`config.mk`:
```
export PLATFORM = sky130hd
export DESIGN_NAME = pacman_map_writer
export DESIGN_NICKNAME = d
export VERILOG_FILES = /design/src/rtl/pacman_map_writer.sv
export SDC_FILE = /design/constraint.sdc
export NUM_CORES = 1
export LEC_CHECK = 0
export BUFFER_PORTS_ARGS = -buffer_cell sky130_fd_sc_hd__buf_4
export CAP_MARGIN = 20
export CORE_MARGIN = 2
export CORE_UTILIZATION = 51
export DETAILED_ROUTE_END_ITERATION = 7
export GPL_ROUTABILITY_DRIVEN = 0
export MAX_ROUTING_LAYER = met4
export PLACE_DENSITY = 0.81
export SLEW_MARGIN = 20
export SYNTH_ARGS = -nofsm -noshare
export SYNTH_HDL_FRONTEND = slang
export SYNTH_SLANG_ARGS = --single-unit
```
`constraint.sdc`:
```
create_clock -name clka -period 3.2 [get_ports clka]
set_input_delay 0.48 -clock clka [delete_from_list [all_inputs] [get_ports clka]]
set_output_delay 0.48 -clock clka [all_outputs]
set_load 0.05 [all_outputs]
```
`src/rtl/pacman_map_writer.sv`:
```
// pacman_map_writer
// Read-modify-write initiator for the 64 x 80 Pac-Man map RAM. A clear request
// reads one map row, tests the addressed tile bit and writes the row back with
// that bit cleared if it was set. It also keeps the remaining-pellet count.
//
// Parameters:
//   READ_LAT     memory read latency (1 or 2 cycles) from the en/addr edge to mem_dout
//   PELLET_INIT  pellet count loaded at reset
//
// Ports:
//   clka, rstn            clock (rising edge), asynchronous active-low reset
//   clr_valid/x/y         clear request: tile column 0..79, row 0..63
//   clr_ready             high only while idle
//   mem_en/we/addr/din    RAM command port (all registered)
//   mem_dout              RAM read data, bit n = tile column n
//   done_valid            one-cycle pulse when a request finishes
//   eat_pulse             one-cycle pulse with done_valid when a pellet was present
//   bad_req               one-cycle pulse when a request has clr_x > 79
//   pellet_count          remaining pellets (saturates at 0)
//   all_clear             pellet_count == 0
module pacman_map_writer #(
    parameter int unsigned READ_LAT    = 1,
    parameter int unsigned PELLET_INIT = 240
) (
    input  logic        clka,
    input  logic        rstn,
    input  logic        clr_valid,
    input  logic [6:0]  clr_x,
    input  logic [5:0]  clr_y,
    output logic        clr_ready,
    output logic        mem_en,
    output logic        mem_we,
    output logic [5:0]  mem_addr,
    output logic [79:0] mem_din,
    input  logic [79:0] mem_dout,
    output logic        done_valid,
    output logic        eat_pulse,
    output logic        bad_req,
    output logic [12:0] pellet_count,
    output logic        all_clear
);

    localparam logic [12:0] CntInit  = 13'(PELLET_INIT);
    localparam logic [1:0]  WaitLoad = 2'(READ_LAT - 1);

    typedef enum logic [1:0] {StIdle, StRd, StWait, StWr} state_e;

    state_e      state_q, state_d;
    logic [1:0]  wait_q, wait_d;
    logic [6:0]  x_q;
    logic [5:0]  y_q;

    // Registered outputs and their next values.
    logic        ready_q, ready_d;
    logic        en_q, en_d;
    logic        we_q, we_d;
    logic [5:0]  addr_q, addr_d;
    logic [79:0] din_q, din_d;
    logic        done_q, done_d;
    logic        eat_q, eat_d;
    logic        bad_q, bad_d;
    logic [12:0] cnt_q, cnt_d;

    logic        accept;
    logic        x_bad;
    logic        wait_last;
    logic        hit;
    logic [79:0] row_clr;

    assign accept    = (state_q == StIdle) && clr_valid;
    assign x_bad     = clr_x > 7'd79;
    assign wait_last = (state_q == StWait) && (wait_q == 2'd0);
    // x_q is only ever loaded with a legal column, so the index stays inside the row.
    assign hit       = mem_dout[x_q];
    assign row_clr   = mem_dout & ~(80'd1 << x_q);

    // State register.
    always_ff @(posedge clka or negedge rstn) begin
        if (!rstn) begin
            state_q <= StIdle;
            wait_q  <= 2'd0;
        end else begin
            state_q <= state_d;
            wait_q  <= wait_d;
        end
    end

    // Next-state logic.
    always_comb begin
        state_d = state_q;
        wait_d  = wait_q;
        unique case (state_q)
            StIdle: begin
                if (clr_valid && !x_bad) begin
                    state_d = StRd;
                end
            end
            StRd: begin
                state_d = StWait;
                wait_d  = WaitLoad;
            end
            StWait: begin
                if (wait_q == 2'd0) begin
                    state_d = StWr;
                end else begin
                    wait_d = wait_q - 2'd1;
                end
            end
            StWr: begin
                state_d = StIdle;
            end
            default: begin
                state_d = StIdle;
            end
        endcase
    end

    // Output logic: computes the value every registered output takes in the
    // cycle that follows, so the outputs line up with the state they belong to.
    always_comb begin
        ready_d = (state_d == StIdle);
        en_d    = 1'b0;
        we_d    = 1'b0;
        addr_d  = addr_q;
        din_d   = din_q;
        done_d  = 1'b0;
        eat_d   = 1'b0;
        bad_d   = accept && x_bad;
        cnt_d   = cnt_q;

        if (state_d == StRd) begin
            en_d   = 1'b1;
            addr_d = clr_y;
        end

        // Last WAIT cycle: the read row is on mem_dout, so decide and stage the write.
        if (wait_last) begin
            done_d = 1'b1;
            eat_d  = hit;
            if (hit) begin
                en_d   = 1'b1;
                we_d   = 1'b1;
                addr_d = y_q;
                din_d  = row_clr;
                if (cnt_q != 13'd0) begin
                    cnt_d = cnt_q - 13'd1;
                end
            end
        end
    end

    always_ff @(posedge clka or negedge rstn) begin
        if (!rstn) begin
            ready_q <= 1'b1;
            en_q    <= 1'b0;
            we_q    <= 1'b0;
            addr_q  <= 6'd0;
            din_q   <= 80'd0;
            done_q  <= 1'b0;
            eat_q   <= 1'b0;
            bad_q   <= 1'b0;
            cnt_q   <= CntInit;
        end else begin
            ready_q <= ready_d;
            en_q    <= en_d;
            we_q    <= we_d;
            addr_q  <= addr_d;
            din_q   <= din_d;
            done_q  <= done_d;
            eat_q   <= eat_d;
            bad_q   <= bad_d;
            cnt_q   <= cnt_d;
        end
    end

    // Request latch; only loaded on a legal accept.
    always_ff @(posedge clka or negedge rstn) begin
        if (!rstn) begin
            x_q <= 7'd0;
            y_q <= 6'd0;
        end else if (accept && !x_bad) begin
            x_q <= clr_x;
            y_q <= clr_y;
        end
    end

    assign clr_ready    = ready_q;
    assign mem_en       = en_q;
    assign mem_we       = we_q;
    assign mem_addr     = addr_q;
    assign mem_din      = din_q;
    assign done_valid   = done_q;
    assign eat_pulse    = eat_q;
    assign bad_req      = bad_q;
    assign pellet_count = cnt_q;
    assign all_clear    = (cnt_q == 13'd0);

endmodule
```
==> results of run 1 <==
-- power breakdown --
part,internal (mW),switching (mW),total (mW)
registers,2.28,0.543,2.82
clock network,1.40,0.652,2.06
logic,1.89,4.07,5.96
-- per-stage QoR --
step / utilization / setup slack, ps / instances / total power, mW / area (um^2)
floorplan: - / 548 / 580 / 6.99 / 5880
global placement: 0.656 / 317 / 890 / 8.51 / 7430
detailed placement: 0.656 / 216 / 890 / 8.68 / 7430
CTS: 0.713 / 198 / 922 / 10.8 / 8070
global route: 0.715 / -8.50 / 923 / 11.4 / 8090
finish: 0.715 / 194 / 923 / 10.8 / 8090
-- sequential cells by signal, summed over array words and instances, names as in the netlist, 2 cells and up --
signal,cells
wait_q,2
state_q,2
mem_addr,6
mem_din,80
pellet_count,13
y_q,6
x_q,7
-- per-layer routing --
layer / vias to the layer above / wire length, um
met4: 0 / 486
met1: 2719 / 7300
li1: 2422 / -
met3: 48 / 2070
met2: 356 / 9270
met5: - / 0
-- worst max path at each step --
| stage | start | endpoint | slack [ps] | cells after the start |
|---|---|---|---|---|
| 3_5_place_dp | x_q[0] | mem_din[57] | 220 | 9 |
| 3_3_place_gp | x_q[0] | mem_din[54] | 320 | 8 |
| 4_1_cts | x_q[0] | mem_din[57] | 200 | 9 |
| 5_1_grt | x_q[0] | mem_din[41] | -8 | 9 |
| 2_1_floorplan | x_q[1] | mem_din[18] | 550 | 11 |
| 6_report | x_q[0] | mem_din[37] | 190 | 8 |
-- area by class of cell --
type / count / share of cell area
Timing Repair Buffer: 209 / 0.203
Sequential cell: 121 / 0.375
Inverter: 11 / 0.00510
Clock inverter: 7 / 0.0170
Clock buffer: 25 / 0.0625
Multi-Input combinational cell: 407 / 0.315
Tap cell: 143 / 0.0221
-- timing repair --
item,CTS,global route
setup buffers,0,0
setup endpoints to repair,0,62
gates resized for setup,0,3
-- kinds of logic after synthesis --
logic type | after synthesis | synth area share
muxes | 43 | 0.114
and+or+nand+nor | 163 | 0.123
AOI/OAI and AO/OA | 185 | 0.168
DFF | 121 | 0.516
xor gates and xnor gates | 11 | 0.0164
buffers and inverters | 52 | 0.0525
adders and majority gates | 5 | 0.0106
-- critical path: stages, from the launching register on --
cell       delay (ps)
dfrtp_1           380
buf_12            220
mux4_2            510
nor2b_1           130
a2111oi_0         480
nor3_1            150
o221ai_4          310
clkbuf_8          480
o21ai_1           150
-- cell usage in the layout (no fill, tap or decap), drive strengths merged, types with 12 or more instances in the layout --
cell | Yosys | routed
dfrtp | 116 | 116
buf | 26 | 207
mux2i | 13 | 13
mux4 | 18 | 18
nand2 | 101 | 101
clkbuf | 15 | 27
o21ai | 165 | 165
mux2 | 12 | 12
nor2 | 15 | 15
==> results by group, run 1 <==
Status
  – Outcome: finished, final reports clean

Global route
  – Met1 Use GR: 0.413
  – GRT overflow: 0
  – First-pass GRT wire length: 29,700 um
  – Grt peak-use layer: met2
  – Gr usage total: 0.317
  – Met3 Use GR: 0.0893
  – Largest net degree at the start of global routing: 141
  – Initial antenna violation count: 0
  – Met2 usage: 0.483
  – Vias in the first global route: 5,506

Clock network
  – CTS tree: done
  – Clock Sinks: ~120
  – Clock latency on the worst-skew pair: roughly 410 ps
  – Clk slew on worst S/H paths: around 50 ps
  – Root cell of the clock tree: clkbuf_16
  – Inserted Clock Buffers: 17
  – Clock buffer depth: 2
  – H-tree lvl count: 4
  – Hold-fix buffers, CTS: 0

Cells and area
  – Diode count: 0
  – # fillers: between 800 and 900
  – Layout cells sized above 1: 0.358
  – Register area: 3030 um^2
  – Syn-to-layout area delta: 37.5%
  – # nets final: between 800 and 900
  – Area of the multi-input gates: approximately 2600 um^2

Worst setup path
  – R2R Path Start: x_q[0]
  – R2R Setup Slk: approximately 190 ps
  – Kind of critical path: flip-flop to flip-flop
  – Critical path launch point type: flip-flop
  – Worst R2R Path Depth: 8
  – CP Data Required Time: 3470 ps
  – Peak fanout along the critical path: 70
  – CP arrival: between 3000 and 4000 ps
  – Reg-to-reg endpoint: mem_din[37]
  – Endpoint class of the critical path: flip-flop

Detailed routing
  – DRT iter0 DRCs: 499
  – Vias: 5,545
  – DRC viols: 0
  – Drt pass-1 iters: 5
  – Vias/cell: about 6
  – Final antenna-violating net count: 0
  – Routed WL per cell: approximately 21 um
  – Post-Route WL: ~19,000 um

Synth
  – Ys async rst share: 1.00
  – Mapped Cells: 580
  – Synthesis Warnings: 0
  – Top post-synthesis cells by count: dfrtp_1 (116), nand2_1 (101), o21ai_0 (86)
  – Synth top area share: 0.493
  – Synth top area cells: dfrtp_1 (49%), o21ai_0 (7.3%), mux4_2 (6.9%), o21ai_1 (6.7%), nand2_1 (6.4%)
  – Primary FF master, synth: dfrtp_1
  – Net count after synthesis: roughly 680
  – Mean Syn Cell Area: 10.1 um^2
  – Top-count cell post-synth: dfrtp_1
  – Yosys top cell by area: dfrtp_1
  – Synth Register Bits: about 120
  – Count of cell types in the netlist: 40
  – Sequential element share of the synthesized area: 0.516
  – Mapped cell area: approximately 5900 um^2
  – EDFF count, synth: 0

STA
  – Worst slew margin: 0.468
  – Max frequency: between 0.3 and 0.4 GHz
  – Final Hold Vio Count: 0
  – Setup Viol. Count Final: 0
  – Setup TNS: 0 ps
  – Actual slew at the worst max-slew pin: ~800 ps
  – Final hold slack: ~150 ps
  – Final period utilization: 0.939
  – Final Max Tran Viols: 0
  – Min cycle time layout: around 3000 ps
  – Setup Skew: 6.62 ps

Die
  – Initial core utilization: 0.520
  – I/O pins: 202
  – Die X: ~110 um
  – Die H: about 110 um
  – Core box area: about 11,000 um^2
  – Die ar.: 12,400 um^2
  – Cell row count: 39

Job
  – Max Cap Viol: 0

Placed design
  – DP HPWL: between 10,000 and 15,000 um
  – Port Buffer Count: approximately 200

Power
  – Worst IR drop on VDD: 801 uV
  – Power Density: ~1300 nW/um^2
  – Leak: 3.83 nW

Worst hold path
  – Worst Hold Class: input port to asynchronous set/reset pin
Note: power is estimated with default switching activity, not from simulation.
==> inputs of run 2 (changes only) <==
--- a/config.mk
+++ b/config.mk
@@ -11,8 +11,8 @@
 export CORE_UTILIZATION = 51
 export DETAILED_ROUTE_END_ITERATION = 7
 export GPL_ROUTABILITY_DRIVEN = 0
-export MAX_ROUTING_LAYER = met4
 export PLACE_DENSITY = 0.81
+export RECOVER_POWER = 100
 export SLEW_MARGIN = 20
 export SYNTH_ARGS = -nofsm -noshare
 export SYNTH_HDL_FRONTEND = slang
==> results by group, run 2 (same netlist as run 1, synthesis figures left out) <==
Detailed routing
  – Drt pass-1 iters: 5 (unchanged)
  – Routed WL per cell: 20.7 um (-0.18%)
  – Vias: 5,516 (-0.52%)
  – DRT iter0 DRCs: 520 (+4.2%)
  – Post-Route WL: 19,100 um (-0.18%)
  – Final antenna-violating net count: 0 (unchanged)
  – Vias/cell: 5.98 (-0.52%)
  – DRC viols: 0 (unchanged)

Clock network
  – Clock buffer depth: 2 (unchanged)
  – Clock Sinks: 121 (unchanged)
  – Clk slew on worst S/H paths: 50 ps (about the same)
  – Hold-fix buffers, CTS: 0 (unchanged)
  – H-tree lvl count: 4 (unchanged)
  – Inserted Clock Buffers: 17 (unchanged)
  – CTS tree: done
  – Root cell of the clock tree: clkbuf_16
  – Clock latency on the worst-skew pair: 410 ps (about the same)

Power
  – Logic gate share of total power: 0.528 (-0.022)
  – Overall Power: 10.3 mW (-5.0%)
  – Clk pwr share: 0.200 (+0.010)
  – Net switching power: 5.25 mW (-0.34%)
  – Internal power: 5.05 mW (-9.4%)
  – Sw Share: 0.509 (+0.0237)
  – Leak: 3.41 nW (-11%)
  – Seq pwr share: 0.272 (+0.012)
  – Power Density: 1340 nW/um^2 (+0.20%)
  – Worst IR drop on VDD: 753 uV (-6.0%)

Worst setup path
  – WP buf/inv: 2 (unchanged)
  – Critical path launch point type: flip-flop
  – Kind of critical path: flip-flop to flip-flop
  – CP Data Required Time: 3470 ps (about the same)
  – Critical Path Max Stage Delay: 510 ps (about the same)
  – CP arrival: 3270 ps (about the same)
  – Endpoint class of the critical path: flip-flop
  – Worst R2R Path Depth: 8 (unchanged)
  – Slowest-stage cell, CP: mux4_2
  – Peak fanout along the critical path: 70 (unchanged)
  – CP Cell Sequence: buf_12 -> mux4_2 -> nor2b_1 -> a2111oi_0 -> nor3_1 -> o221ai_4 -> buf_6 -> o21ai_1
  – Crit path depth: 8 (unchanged)
  – CP delay by family, top: compound AO/OA/AOI/OAI gates

Placed design
  – DP Area: 7430 um^2 (unchanged)
  – Port Buffer Count: 201 (unchanged)
  – DP HPWL: 13,300 um (unchanged)
  – Post-Place Cells: 890 (unchanged)

Global route
  – Initial antenna violation count: 0 (unchanged)
  – First-pass GRT wire length: 29,800 um (+0.12%)
  – GRT overflow: 0 (unchanged)
  – Vias in the first global route: 5,482 (-0.44%)
  – Largest net degree at the start of global routing: 141 (unchanged)
  – Gr usage total: 0.308 (-0.00963)

Status
  – Failing checks: capacitance limit, slew limit
  – Outcome: complete, but fails checks

STA
  – Final Max Tran Viols: 63 (+63)
  – Final period utilization: 0.937 (-0.00246)
  – Max frequency: 0.334 GHz (+0.26%)
  – Final Hold Vio Count: 0 (unchanged)
  – Setup Skew: 6.42 ps (-0.202 ps)
  – Min cycle time layout: 3000 ps (-7.89 ps)
  – Setup Viol. Count Final: 0 (unchanged)
  – Actual slew at the worst max-slew pin: 1520 ps (+722 ps)
  – Worst slew margin: -0.0120 (-0.480)

Die
  – Cell row count: 39 (unchanged)
  – Die X: 111 um (unchanged)
  – I/O pins: 202 (unchanged)
  – Die H: 111 um (unchanged)
  – Initial core utilization: 0.520 (unchanged)
  – Core box area: 11,300 um^2 (unchanged)
  – Die ar.: 12,400 um^2 (unchanged)

Cells and area
  – Commonest cells after routing, fill and taps aside: dfrtp_1 (116), clkbuf_1 (109), nand2_1 (101)
  – # fillers: 959 (+15%)
  – Register area: 3030 um^2 (unchanged)
  – Layout Cells excl Fill: 923 (unchanged)
  – Commonest non-fill, non-tap cell in the layout: dfrtp_1
  – # nets final: 868 (unchanged)
  – Diode count: 0 (unchanged)
  – Design Area, Final: 7670 um^2 (-5.2%)
  – Max reg flops: 80 (unchanged)
  – Layout cells sized above 1: 0.222 (-0.136)
  – Syn-to-layout area delta: 30.4%
  – Area of the multi-input gates: 2550 um^2 (unchanged)

Worst hold path
  – Worst Hold Class: input port to flip-flop
  – Number of stages on the worst hold path: 2

Job
  – Max Cap Viol: 1 (+1)
## run 2: path summary, 6_finish.rpt
kind / startpoint / slack (ps) / end
setup / recovery: x_q[0] / 200 / mem_din[77]
hold / removal: clr_x[3] / 300 / x_q[3]
setup reg to reg: x_q[0] / 200 / mem_din[77]
hold reg to reg: mem_din[32] / 480 / mem_din[32]
max in group asynchronous: rstn / 590 / mem_din[10]
min in group asynchronous: rstn / 430 / mem_din[63]
## run 2: routing by layer
| metal | track usage | wire length [um] | up-vias |
|---|---|---|---|
| li1 | - | - | 2422 |
| met1 | 0.407 | 7230 | 2691 |
| met2 | 0.485 | 9250 | 352 |
| met3 | 0.0904 | 2050 | 51 |
| met4 | 0.119 | 563 | 0 |
| met5 | 0 | 0 | - |
## run 2: power by group through the flow
stage               logic (mW)  clock network [mW]  registers [mW]
floorplan                 2.26                   0            4.73
detailed placement        5.86                   0            2.81
global route              5.80                2.14            2.89
CTS                       5.90                2.07            2.81
global placement          5.73                   0            2.78
finish                    5.44                2.06            2.80
## run 2: repair_timing
action	4_1_cts	5_1_grt
endpoints found under the setup margin	0	59
setup buffers	0	0
resized for setup	0	2
## run 2: area by class of cell
class	instances	area share
Timing Repair Buffer	209	0.160
Sequential cell	121	0.395
Multi-Input combinational cell	407	0.332
Clock inverter	7	0.0179
Tap cell	143	0.0233
Inverter	11	0.00538
Clock buffer	25	0.0659
## run 2: per-stage QoR
step / setup WS, ps / TNS [ps] / hold WS, ps / util
after detailed placement: 216 / 0 / 477 / 0.656
after CTS: 198 / 0 / 173 / 0.713
after global placement: 317 / 0 / 462 / 0.656
after global routing: -4.33 / -12.7 / 295 / 0.678
final: 202 / 0 / 301 / 0.678
after floorplan: 548 / 0 / 184 / -
==> inputs of run 3 (changes only) <==
--- a/config.mk
+++ b/config.mk
@@ -6,12 +6,13 @@
 export NUM_CORES = 1
 export LEC_CHECK = 0
 export BUFFER_PORTS_ARGS = -buffer_cell sky130_fd_sc_hd__buf_4
-export CAP_MARGIN = 20
+export CELL_PAD_IN_SITES_DETAIL_PLACEMENT = 1
+export CELL_PAD_IN_SITES_GLOBAL_PLACEMENT = 2
 export CORE_MARGIN = 2
-export CORE_UTILIZATION = 51
+export CORE_UTILIZATION = 30
 export DETAILED_ROUTE_END_ITERATION = 7
 export GPL_ROUTABILITY_DRIVEN = 0
-export PLACE_DENSITY = 0.81
+export PLACE_DENSITY = 0.8
 export RECOVER_POWER = 100
 export SLEW_MARGIN = 20
 export SYNTH_ARGS = -nofsm -noshare
==> results by group, run 3 (same netlist as run 1, synthesis figures left out) <==
Clock network
  – CTS tree: done
  – H-tree lvl count: 4 (unchanged)
  – Clk slew on worst S/H paths: 60 ps (about the same)
  – Inserted Clock Buffers: 17 (unchanged)
  – Clock buffer depth: 2 (unchanged)
  – Root cell of the clock tree: clkbuf_16
  – Clock latency on the worst-skew pair: 420 ps (about the same)
  – Clock Sinks: 121 (unchanged)

Detailed routing
  – DRT iter0 DRCs: 258 (-50%)
  – Vias/cell: 5.06 (-15%)
  – DRC viols: 0 (unchanged)
  – Post-Route WL: 21,800 um (+14%)
  – Routed WL per cell: 20.7 um (about the same)
  – Final antenna-violating net count: 0 (unchanged)
  – Vias: 5,332 (-3.3%)
  – Drt pass-1 iters: 4 (-1)

Die
  – Cell row count: 51 (+31%)
  – Core box area: 19,300 um^2 (+71%)
  – Die ar.: 20,700 um^2 (+67%)
  – I/O pins: 202 (unchanged)
  – Initial core utilization: 0.304 (-0.215)
  – Die X: 144 um (+29%)
  – Die H: 144 um (+29%)

Power
  – Net switching power: 5.31 mW (+1.2%)
  – Sw Share: 0.519 (+0.00947)
  – Seq pwr share: 0.276 (+0.004)
  – Logic gate share of total power: 0.532 (+0.004)
  – Clk pwr share: 0.192 (-0.008)
  – Worst IR drop on VDD: 491 uV (-35%)
  – Power Density: 1310 nW/um^2 (-2.5%)
  – Leak: 3.41 nW (+0.10%)
  – Internal power: 4.92 mW (-2.6%)

STA
  – Final period utilization: 0.938 (+0.00132)
  – Setup Skew: 9.05 ps (+2.63 ps)
  – Final Hold Vio Count: 0 (unchanged)
  – Setup Viol. Count Final: 0 (unchanged)
  – Setup TNS: 0 ps (unchanged)
  – Final Max Tran Viols: 71 (+13%)
  – Max frequency: 0.333 GHz (-0.14%)
  – Actual slew at the worst max-slew pin: 1600 ps (+78.0 ps)
  – Final hold slack: 299 ps (-1.66 ps)
  – Min cycle time layout: 3000 ps (+4.24 ps)
  – Worst slew margin: -0.0640 (-0.0520)
  – RSZ-0062 raised after global routing: no

Global route
  – Met2 usage: 0.356 (-0.129)
  – Initial antenna violation count: 0 (unchanged)
  – Grt peak-use layer: met2
  – Gr usage total: 0.216 (-0.0917)
  – First-pass GRT wire length: 33,100 um (+11%)
  – Largest net degree at the start of global routing: 71 (-50%)
  – Met1 Use GR: 0.263 (-0.144)
  – Vias in the first global route: 5,738 (+4.7%)
  – GRT overflow: 0 (unchanged)
  – Met3 Use GR: 0.0679 (-0.0225)

Job
  – Max Cap Viol: 1 (unchanged)

Worst setup path
  – Crit path depth: 7 (-1)
  – CP Cell Sequence: nor2b_1 -> a22oi_1 -> a211oi_1 -> o221ai_4 -> buf_12 -> nor4_1 -> xor2_1
  – Slowest-stage cell, CP: dfrtp_1
  – Peak fanout along the critical path: 61 (-13%)
  – WP buf/inv: 1 (-1)
  – Critical path launch point type: flip-flop
  – Critical Path Max Stage Delay: 720 ps (+210 ps)
  – CP arrival: 3340 ps (+70 ps)
  – Endpoint class of the critical path: flip-flop
  – Worst R2R Path Depth: 7 (-1)
  – R2R Setup Slk: 200 ps (about the same)
  – Kind of critical path: flip-flop to flip-flop
  – CP Data Required Time: 3540 ps (+70 ps)
  – CP delay by family, top: simple AND/OR/NAND/NOR gates
  – R2R Path Start: x_q[2]
  – Reg-to-reg endpoint: pellet_count[4]

Cells and area
  – Layout cells sized above 1: 0.227 (+0.00536)
  – Commonest non-fill, non-tap cell in the layout: o21ai_0
  – Commonest cells after routing, fill and taps aside: o21ai_0 (146), dfrtp_1 (116), clkbuf_1 (111)
  – Max reg flops: 80 (unchanged)
  – # nets final: 876 (+0.92%)
  – Diode count: 0 (unchanged)
  – Syn-to-layout area delta: 32.9%

Worst hold path
  – Number of stages on the worst hold path: 2 (unchanged)
  – Min-delay src: clr_x[1]
  – Hold endpoint: x_q[1]
  – Worst Hold Class: input port to flip-flop

Status
  – Outcome: complete, but fails checks
  – Failing checks: capacitance limit, slew limit

Placed design
  – DP HPWL: 16,500 um (+24%)
  – Port Buffer Count: 201 (unchanged)
run 3: cell types whose count changed in the layout (fill, tap and decap cells not counted), moves of 2 or more:
cell      change
o21ai_0      +60
o21ai_1      -60
buf_4         +9
clkbuf_1      +2
clkbuf_4      +2
clkbuf_8      -2
run 3: area by class of cell:
cell class	count	area, um^2
multi-input combinational	407	2560
clock inverter	7	115
timing repair buffer	217	1250
clock buffer	25	485
inverter	11	41.3
fill	2234	11500
sequential	121	3030
tap	265	332
run 3: worst max path at each step:
stage          slack [ps]             from         endpoint
3_5_place_dp          190           x_q[0]       mem_din[5]
4_1_cts               160  pellet_count[3]        all_clear
5_1_grt                30             rstn       mem_din[8]
6_report              200           x_q[2]  pellet_count[4]
3_3_place_gp          190           x_q[0]      mem_din[54]
2_1_floorplan         550           x_q[1]      mem_din[18]
run 3: layer usage:
metal  vias to the layer above  wire (um)
li1                       2435          -
met1                      2675       8910
met2                       182      10400
met3                        40       1750
met4                         0        688
met5                         -          0
run 3: worst register-to-register path: cells and delay by family (launching register included):
| family | cells | cell delay [ps] |
|---|---|---|
| xor gates and xnor gates | 1 | 190 |
| DFF | 1 | 720 |
| AOI/OAI and AO/OA | 3 | 850 |
| buffers and inverters | 1 | 220 |
| and+or+nand+nor | 2 | 950 |
run 3: power by group through the flow:
stage	logic, mW	registers (mW)	clock network [mW]
after floorplan	2.26	4.73	0
after global placement	5.93	2.81	0
after detailed placement	6.07	2.85	0
after CTS	6.08	2.84	2.00
after global routing	5.84	2.93	2.08
final	5.44	2.82	1.97
run 3: stage by stage:
stage                     area, um^2  power (mW)  instances  worst slack, ps   util
after global routing            7820        10.9       1053             28.8  0.404
after floorplan                 5880        6.99        580              548      -
after global placement          7620        8.75       1021              193  0.394
after CTS                       8230        10.9       1053              159  0.425
after detailed placement        7620        8.92       1021              192  0.394
final                           7820        10.2       1053              198  0.404
run 3: timing repair:
item	4_1_cts	5_1_grt
hold buffers	0	0
resized for setup	0	2
setup endpoints to repair	0	20
buffers inserted	0	0
endpoints found under the hold margin	0	0
